### src/rtl/code_nco_slew_pkg.sv
// ============================================================================
// code_nco_slew_pkg : shared channel widths, code constants and clog2 helper
// Rev 1.0
// ============================================================================
`default_nettype none

package code_nco_slew_pkg;

  localparam int ACC_W_DEF    = 29;
  localparam int FCW_W_DEF    = 28;
  localparam int PHASE_W_DEF  = 10;
  localparam int SLEW_W_DEF   = 11;
  localparam int CHIPS_GPS_CA = 1023;

  // Nominal 2.046 MHz half-chip rate from a 40 MHz clock
  localparam logic [27:0] CODE_FCW_1023K = 28'h1A30552;

  function automatic int clog2(input int value);
    int r;
    int v;
    r = 0;
    v = value - 1;
    while (v > 0) begin
      r = r + 1;
      v = v >> 1;
    end
    return r;
  endfunction

endpackage

`default_nettype wire

### src/rtl/code_nco_slew_hc_counter.sv
// ============================================================================
// code_nco_slew_hc_counter : modulo event counter with wrap (epoch) strobe
// Rev 1.0
// ============================================================================
`default_nettype none

module code_nco_slew_hc_counter #(
  parameter int MODULUS = 2046,
  parameter int CNT_W   = 11
) (
  input  logic             clk,
  input  logic             rst,
  input  logic             inc,
  output logic [CNT_W-1:0] cnt,
  output logic             wrap
);

  localparam logic [CNT_W-1:0] LAST = CNT_W'(MODULUS - 1);

  // Wrap is flagged in the same cycle as the increment that rolls over
  assign wrap = inc & (cnt == LAST);

  always_ff @(posedge clk) begin
    if (rst) begin
      cnt <= '0;
    end else if (inc) begin
      cnt <= (cnt == LAST) ? '0 : cnt + 1'b1;
    end
  end

endmodule

`default_nettype wire

### src/rtl/code_nco_slew.sv
// ============================================================================
// code_nco_slew : code NCO with buffered frequency word, half-chip slewing,
//                 half-chip/epoch counter and TIC latching.  Rev 1.0
// ============================================================================
`default_nettype none

module code_nco_slew
  import code_nco_slew_pkg::*;
#(
  parameter int ACC_W     = ACC_W_DEF,
  parameter int FCW_W     = FCW_W_DEF,
  parameter int PHASE_W   = PHASE_W_DEF,
  parameter int SLEW_W    = SLEW_W_DEF,
  parameter int CHIPS     = CHIPS_GPS_CA,
  parameter int SYNC_LOAD = 0
) (
  input  logic                          clk,
  input  logic                          rst,
  input  logic                          tic_enable,
  input  logic                          f_wr,
  input  logic [FCW_W-1:0]              f_control,
  input  logic                          slew_req,
  input  logic [SLEW_W-1:0]             slew_halfchips,
  output logic                          slew_busy,
  output logic                          hc_enable,
  output logic                          epoch,
  output logic [PHASE_W-1:0]            code_nco_phase,
  output logic [clog2(2*CHIPS)-1:0]     hc_count_latched
);

  localparam int HC_W = clog2(2 * CHIPS);

  logic [ACC_W-1:0]  accum;
  logic [ACC_W:0]    sum;
  logic              carry;
  logic [FCW_W-1:0]  f_pend;
  logic [FCW_W-1:0]  f_active;
  logic [SLEW_W-1:0] slew_cnt;
  logic [HC_W-1:0]   hc_cnt;

  assign sum       = {1'b0, accum} + {{(ACC_W + 1 - FCW_W){1'b0}}, f_active};
  assign carry     = sum[ACC_W];
  assign slew_busy = |slew_cnt;

  always_ff @(posedge clk) begin
    if (rst) begin
      accum            <= '0;
      f_pend           <= '0;
      slew_cnt         <= '0;
      hc_enable        <= 1'b0;
      code_nco_phase   <= '0;
      hc_count_latched <= '0;
    end else begin
      accum     <= sum[ACC_W-1:0];
      hc_enable <= carry & ~slew_busy;
      if (f_wr) begin
        f_pend <= f_control;
      end
      // Acceptance uses the idle count, so a carry in that cycle still emits
      if (slew_busy) begin
        if (carry) begin
          slew_cnt <= slew_cnt - 1'b1;
        end
      end else if (slew_req && (slew_halfchips != '0)) begin
        slew_cnt <= slew_halfchips;
      end
      if (tic_enable) begin
        code_nco_phase   <= accum[ACC_W-1 -: PHASE_W];
        hc_count_latched <= hc_cnt;
      end
    end
  end

  generate
    if (SYNC_LOAD != 0) begin : g_sync_load
      always_ff @(posedge clk) begin
        if (rst) begin
          f_active <= '0;
        end else if (tic_enable) begin
          f_active <= f_pend;
        end
      end
    end else begin : g_async_load
      always_ff @(posedge clk) begin
        if (rst) begin
          f_active <= '0;
        end else begin
          f_active <= f_pend;
        end
      end
    end
  endgenerate

  code_nco_slew_hc_counter #(
    .MODULUS (2 * CHIPS),
    .CNT_W   (HC_W)
  ) u_hc_counter (
    .clk  (clk),
    .rst  (rst),
    .inc  (hc_enable),
    .cnt  (hc_cnt),
    .wrap (epoch)
  );

endmodule

`default_nettype wire

### config.mk
export PLATFORM = sky130hd
export DESIGN_NAME = code_nco_slew
export DESIGN_NICKNAME = d
export VERILOG_FILES = /design/src/rtl/code_nco_slew_pkg.sv /design/src/rtl/code_nco_slew_hc_counter.sv /design/src/rtl/code_nco_slew.sv
export SDC_FILE = /design/constraint.sdc
export NUM_CORES = 1
export LEC_CHECK = 0
export ABC_CLOCK_PERIOD_IN_PS = 2700
export BUFFER_PORTS_ARGS = -buffer_cell sky130_fd_sc_hd__buf_2
export CORE_ASPECT_RATIO = 0.75
export CORE_MARGIN = 4
export CORE_UTILIZATION = 45
export CTS_CLUSTER_SIZE = 12
export DETAILED_ROUTE_END_ITERATION = 10
export GPL_TIMING_DRIVEN = 1
export PLACE_DENSITY = 0.72
export SKIP_LAST_GASP = 1
export SLEW_MARGIN = 20
export SYNTH_ARGS = -nofsm -noshare
export SYNTH_HDL_FRONTEND = slang
export SYNTH_HIERARCHICAL = 1
export SYNTH_SLANG_ARGS = --single-unit
export TNS_END_PERCENT = 100
### constraint.sdc
create_clock -name clk -period 2.7 [get_ports clk]
set_clock_uncertainty 0.05 [all_clocks]
set_input_delay 0.54 -clock clk [delete_from_list [all_inputs] [get_ports clk]]
set_output_delay 0.54 -clock clk [all_outputs]
set_load 0.05 [all_outputs]
---- Word-level counts from Yosys, hierarchy flattened ----
Index checks and enable logic that the tools add are counted.
word-level totals
  output and inout bits ................... 24
  input bits .............................. 44
  word-level logic and storage cells ...... 25
  register bits ........................... 129
cells by class
  bitwise operators ....................... 3
  add/subtract/negate cells ............... 3
  reductions and logical operators ........ 5
  equality and inequality tests ........... 2
  muxes and demuxes ....................... 4
operators by type and width
  cell                   number
  $mux 11                4
  $add 29x28->30         1
  $add 11x1->11 const B  1
  $eq 11x11->1 const B   1
  $reduce_bool 11->1     1
  $reduce_or 11->1       1
  $sub 11x1->11 const B  1
  $and 1x1->1            2
  $ne 2x1->1 const B     1
  $reduce_and 2->1       1
  $reduce_bool 2->1      1
  $logic_and 1x1->1      1
  $not 1->1              1

---- Logic depth before layout (Yosys ltp) ----
  word-level depth ........................ 4
  gate-level depth with buffers ........... 12
  gate-level depth less buffers ........... 11

---- By module ----
Netlist, hierarchy kept.
by module, submodules not included
  module                    sequential area each (um^2)  instances  area each (um^2)  cells each
  code_nco_slew             2,362.3                      1          5,327.6           562
  code_nco_slew_hc_counter  220.2                        1          571.8             61

---- Least setup slack after synthesis ----
Ideal clock, no wire load.
  path type ............................... register to output
  from .................................... reg hc_enable
  to ...................................... out epoch
  setup slack ............................. -0.495 ns
  buffers on the path ..................... 2
  stages on the path, launching flop included .. 5
  required time ........................... 2.110 ns
  arrival time ............................ 2.605 ns
  cells stage by stage .................... dfxtp_1 > buf_6 > nand4_4 > buf_4 > nor4_1
on the way
  cells in the longest elaborated chain, start to end .. 1
ends and longest elaborated chain
  what                      RTL line                        text
  start: declaration        code_nco_slew.sv:25             output logic hc_enable,
  start signal: assignment  code_nco_slew.sv:55             hc_enable <= carry & ~slew_busy;
  $and 1x1->1               code_nco_slew_hc_counter.sv:21  assign wrap = inc & (cnt == LAST);
  end: declaration          code_nco_slew.sv:26             output logic epoch,
No other way between the ends.

---- Final worst setup path ----
  from .................................... reg accum[14]
  to ...................................... reg accum[26]
on the way
  cells in the longest elaborated chain, start to end .. 1
ends and longest elaborated chain
  what                      RTL line             text
  start: declaration        code_nco_slew.sv:33  logic [ACC_W-1:0] accum;
  start signal: assignment  code_nco_slew.sv:54  accum <= sum[ACC_W-1:0];
  $add 29x28->30            code_nco_slew.sv:41  assign sum = {1'b0, accum} + {{(ACC_W + 1 - FCW_W){1'b0}}, f_active};
No other way between the ends.
A chain may end at the register's enable or synchronous reset.

==> flow_metrics.env <==
export IMPL_worst_path_max_fanout=5
export IMPL_hp_class="in2reg"
export IMPL_worstSkewPairLatency_ps=410
export IMPL_vdd_ir_drop_max_mv=0.897
export IMPL_num_nets_final=783
export IMPL_fmaxAchievable_mhz=383
export IMPL_unrepaired_setup_endpoints_after_global_routing="true"
export IMPL_cell_types_with_the_highest_counts_after_synthesis="dfxtp_1 (129), nor2_1 (103), mux2i_1 (49), a21oi_1 (36)"
export IMPL_power_frac_seq_pct=37.6
export IMPL_power_static_leakage_nw=3.18
export IMPL_numClockSinks=129
export IMPL_grt_first_pass_wirelength_mm=21.6
export IMPL_switching_power_mw=1.84
export IMPL_grtUsageTotal_pct=17.5
export IMPL_die_area_um2=15000
export IMPL_std_cell_rows=35
export IMPL_finalSetupViolCount=0
export IMPL_avgSynthCellArea_um2=9.47
export IMPL_ys_seq_elements=129
export IMPL_critPathCaptureType="flop"
export IMPL_yosys_most_used_dff="dfxtp_1"
export IMPL_top_layer_used="met4"
export IMPL_maximum_number_of_pins_on_one_net_before_global_route_repair=53
export IMPL_n_antenna_cell=0
export IMPL_cp_data_arrival_time_ps=2860
export IMPL_grt_antenna_before_repair=0
export IMPL_die_y_um=107
export IMPL_die_width_um=140
export IMPL_seq_area_frac_synth_pct=43.8
export IMPL_yosysMostFrequentCell="dfxtp_1"
export IMPL_worst_endpoint_required_ps=2950
export IMPL_synthMuxAreaShare_pct=8.31
export IMPL_relative_slew_slack_pct=45.1
export IMPL_drtPass1Iterations=5
export IMPL_p_clk_share_pct=33.7
export IMPL_report_final_slew_viol_count=0
export IMPL_timing_final_hold_violations=0
export IMPL_synth_warning_count=6
export IMPL_layout_cells_sized_above_1_pct=21.3
export IMPL_pre_cts_ws_ps=-157
export IMPL_fin_worst_hold_slack_ps=314
export IMPL_rd_place_congestion=0.872
export IMPL_p_sw_share_pct=32.1
export IMPL_dp_final_hpwl_mm=9.21
export IMPL_post_synth_num_cell_types=66
export IMPL_worst_pin_slew_ps=824
export IMPL_synthDominantAreaCellType="dfxtp_1"
export IMPL_drv_cap=0
export IMPL_core_region_area_um2=12600
export IMPL_yosys_area_share_simple_pct=18.4
export IMPL_min_period_over_period_pct=96.7
export IMPL_wl_mm=13.0
export IMPL_h_tree_depth=4
export IMPL_outcome="finished, final reports clean"
export IMPL_synth_top_family_by_area="simple AND/OR/NAND/NOR gates"
export IMPL_placed_cell_area_um2=6530
export IMPL_postLayoutCellArea_um2=7110
export IMPL_final_min_clock_period_ps=2610
export IMPL_drt_first_iter_violations=322
export IMPL_internal_power_summed_over_all_cells_mw=3.89
export IMPL_cts_root_buf="clkbuf_16"
export IMPL_setup_worst_path_class="reg2reg"
export IMPL_critical_path_startpoint_type="flop"
export IMPL_start_util_pct=46.9
export IMPL_detailroute_wirelength_met3_um=752
export IMPL_synth_area_um2=5900
export IMPL_cts_buffers=17
export IMPL_tritoncts_clock_tree="done"
export IMPL_comb_power_share_pct=28.8
export IMPL_first_global_vias=4518
export IMPL_synthDominantCellAreaShare_pct=43.8
export IMPL_pd_cells_nw_per_um2=805
export IMPL_detail_route_drc_violations=0
export IMPL_globalRouteOverflowTotal=0
export IMPL_area_growth_syn_to_layout_pct=20.5
export IMPL_ioPinCount=68
export IMPL_cts_buffer_depth=2
export IMPL_synth_edf_count=0
export IMPL_setup_ws_ps=89.9
export IMPL_syn_nets=699
export IMPL_yosys_area_share_xor_xnor_pct=4.16
export IMPL_clk_pin_slew_ps=60
export IMPL_wl_met2_mm=5.78
export IMPL_holdBufCountCts=0
export IMPL_routed_via_count=4720
export IMPL_synth_compound_gate_area_share_pct=15.5
export IMPL_synthTopCellsByArea="dfxtp_1 (44%), mux2i_1 (8.3%), ha_1 (6.6%)"
export IMPL_detail_route_wl_per_cell_um=14.7
export IMPL_synth_async_sr_flop_share_pct=0
export IMPL_drt_antenna_violating_nets=0
export IMPL_m1WireLength_mm=6.23
export IMPL_synth_fa_ha_area_share_pct=6.91
export IMPL_dr_vias_cell=5.34
export IMPL_port_buffers=67
export IMPL_syn_instance_count=623
per-stage QoR:
step                      setup TNS [ps]  util (%)  power (mW)  cells
after floorplan                        0         -        3.21    623
after global placement             -42.2      51.9        3.66    852
after detailed placement            -344      51.9        3.69    852
after CTS                          -54.5      55.9        5.64    882
after global routing               -89.0      56.6        6.03    884
final                                  0      56.6        5.73    884
cell families (layout without fill, tap and decap cells):
logic type               count (synthesis)  after routing
buffers and inverters                   41            136
AO/OA/AOI/OAI                          125            125
multiplexers                            49             49
XOR/XNOR                                28             28
flip-flops                             129            129
AND/OR/NAND/NOR                        219            219
adder cells (fa/ha/maj)                 32             32
what timing repair did:
| action | CTS | global route |
|---|---|---|
| setup endpoints to repair | 6 | 15 |
| pin swaps | 1 | 6 |
| buffers inserted | 0 | 2 |
| gates resized for setup | 3 | 20 |
path summary, 6_finish.rpt:
| kind | startpoint | to | slack (ps) | cells after the start |
|---|---|---|---|---|
| worst min register to register | f_pend[10] | f_active[10] | 400 | 1 |
| worst max-delay path | accum[14] | accum[26] | 90 | 9 |
| worst min-delay path | f_control[8] | f_pend[8] | 310 | 3 |
| worst max register to register | accum[14] | accum[26] | 90 | 9 |
cell usage in the layout (no fill, tap or decap), types with 3 or more instances in the layout:
cell / n
o21ai_0: 19
ha_1: 29
nor4_1: 3
nor2b_1: 31
nand4_1: 6
and3_1: 4
o41ai_1: 4
clkbuf_16: 17
nand2_1: 22
a31oi_1: 4
nor2_1: 102
buf_4: 23
o21bai_1: 3
dfxtp_1: 129
mux2i_1: 49
o211ai_1: 3
a211oi_1: 7
clkinv_2: 9
a21oi_1: 34
clkbuf_1: 4
nand2b_1: 4
nand3_1: 5
o31ai_1: 7
a21o_1: 8
nor3_2: 3
xor2_1: 16
inv_1: 14
o21a_1: 4
nor3_1: 13
or3_1: 8
xnor2_1: 12
buf_2: 65
layout make-up:
class                      count  area, um2
clock inverter                 9       45.0
multi-input combinational    453       3230
fill                        1091       5460
sequential                   129       2580
clock buffer                  21        440
tap                          166        208
timing repair buffer          91        549
inverter                      15       56.3
worst max-delay path, cell delays in order (launching register included):
cell and delay (ps):
dfxtp_1 300, ha_1 350, a21oi_1 210, o21ai_1 120
a2111o_1 470, o31ai_4 310, nor2_1 150, a221oi_2 300
xor2_1 170, nor2_1 50
registers in the layout, summed over array words and instances, names as in the netlist:
| signal | flops |
|---|---|
| u_hc_counter/cnt | 11 |
| f_active | 28 |
| hc_enable | 1 |
| accum | 29 |
| code_nco_phase | 10 |
| f_pend | 28 |
| hc_count_latched | 11 |
| slew_cnt | 11 |
power by group through the flow:
stage          combinational (mW)  sequential (mW)  clock [mW]
3_5_place_dp                 1.51             2.18           0
6_report                     1.65             2.15        1.93
5_1_grt                      1.81             2.16        2.06
3_3_place_gp                 1.49             2.17           0
2_1_floorplan                1.05             2.16           0
4_1_cts                      1.53             2.14        1.97
per-layer routing:
metal / up-vias / GRT usage, %
li1: 2388 / -
met1: 2195 / 23.4
met2: 116 / 26.6
met3: 21 / 5.75
met4: 0 / 5.81
met5: - / 0
Power figures use the tool's default switching activity.
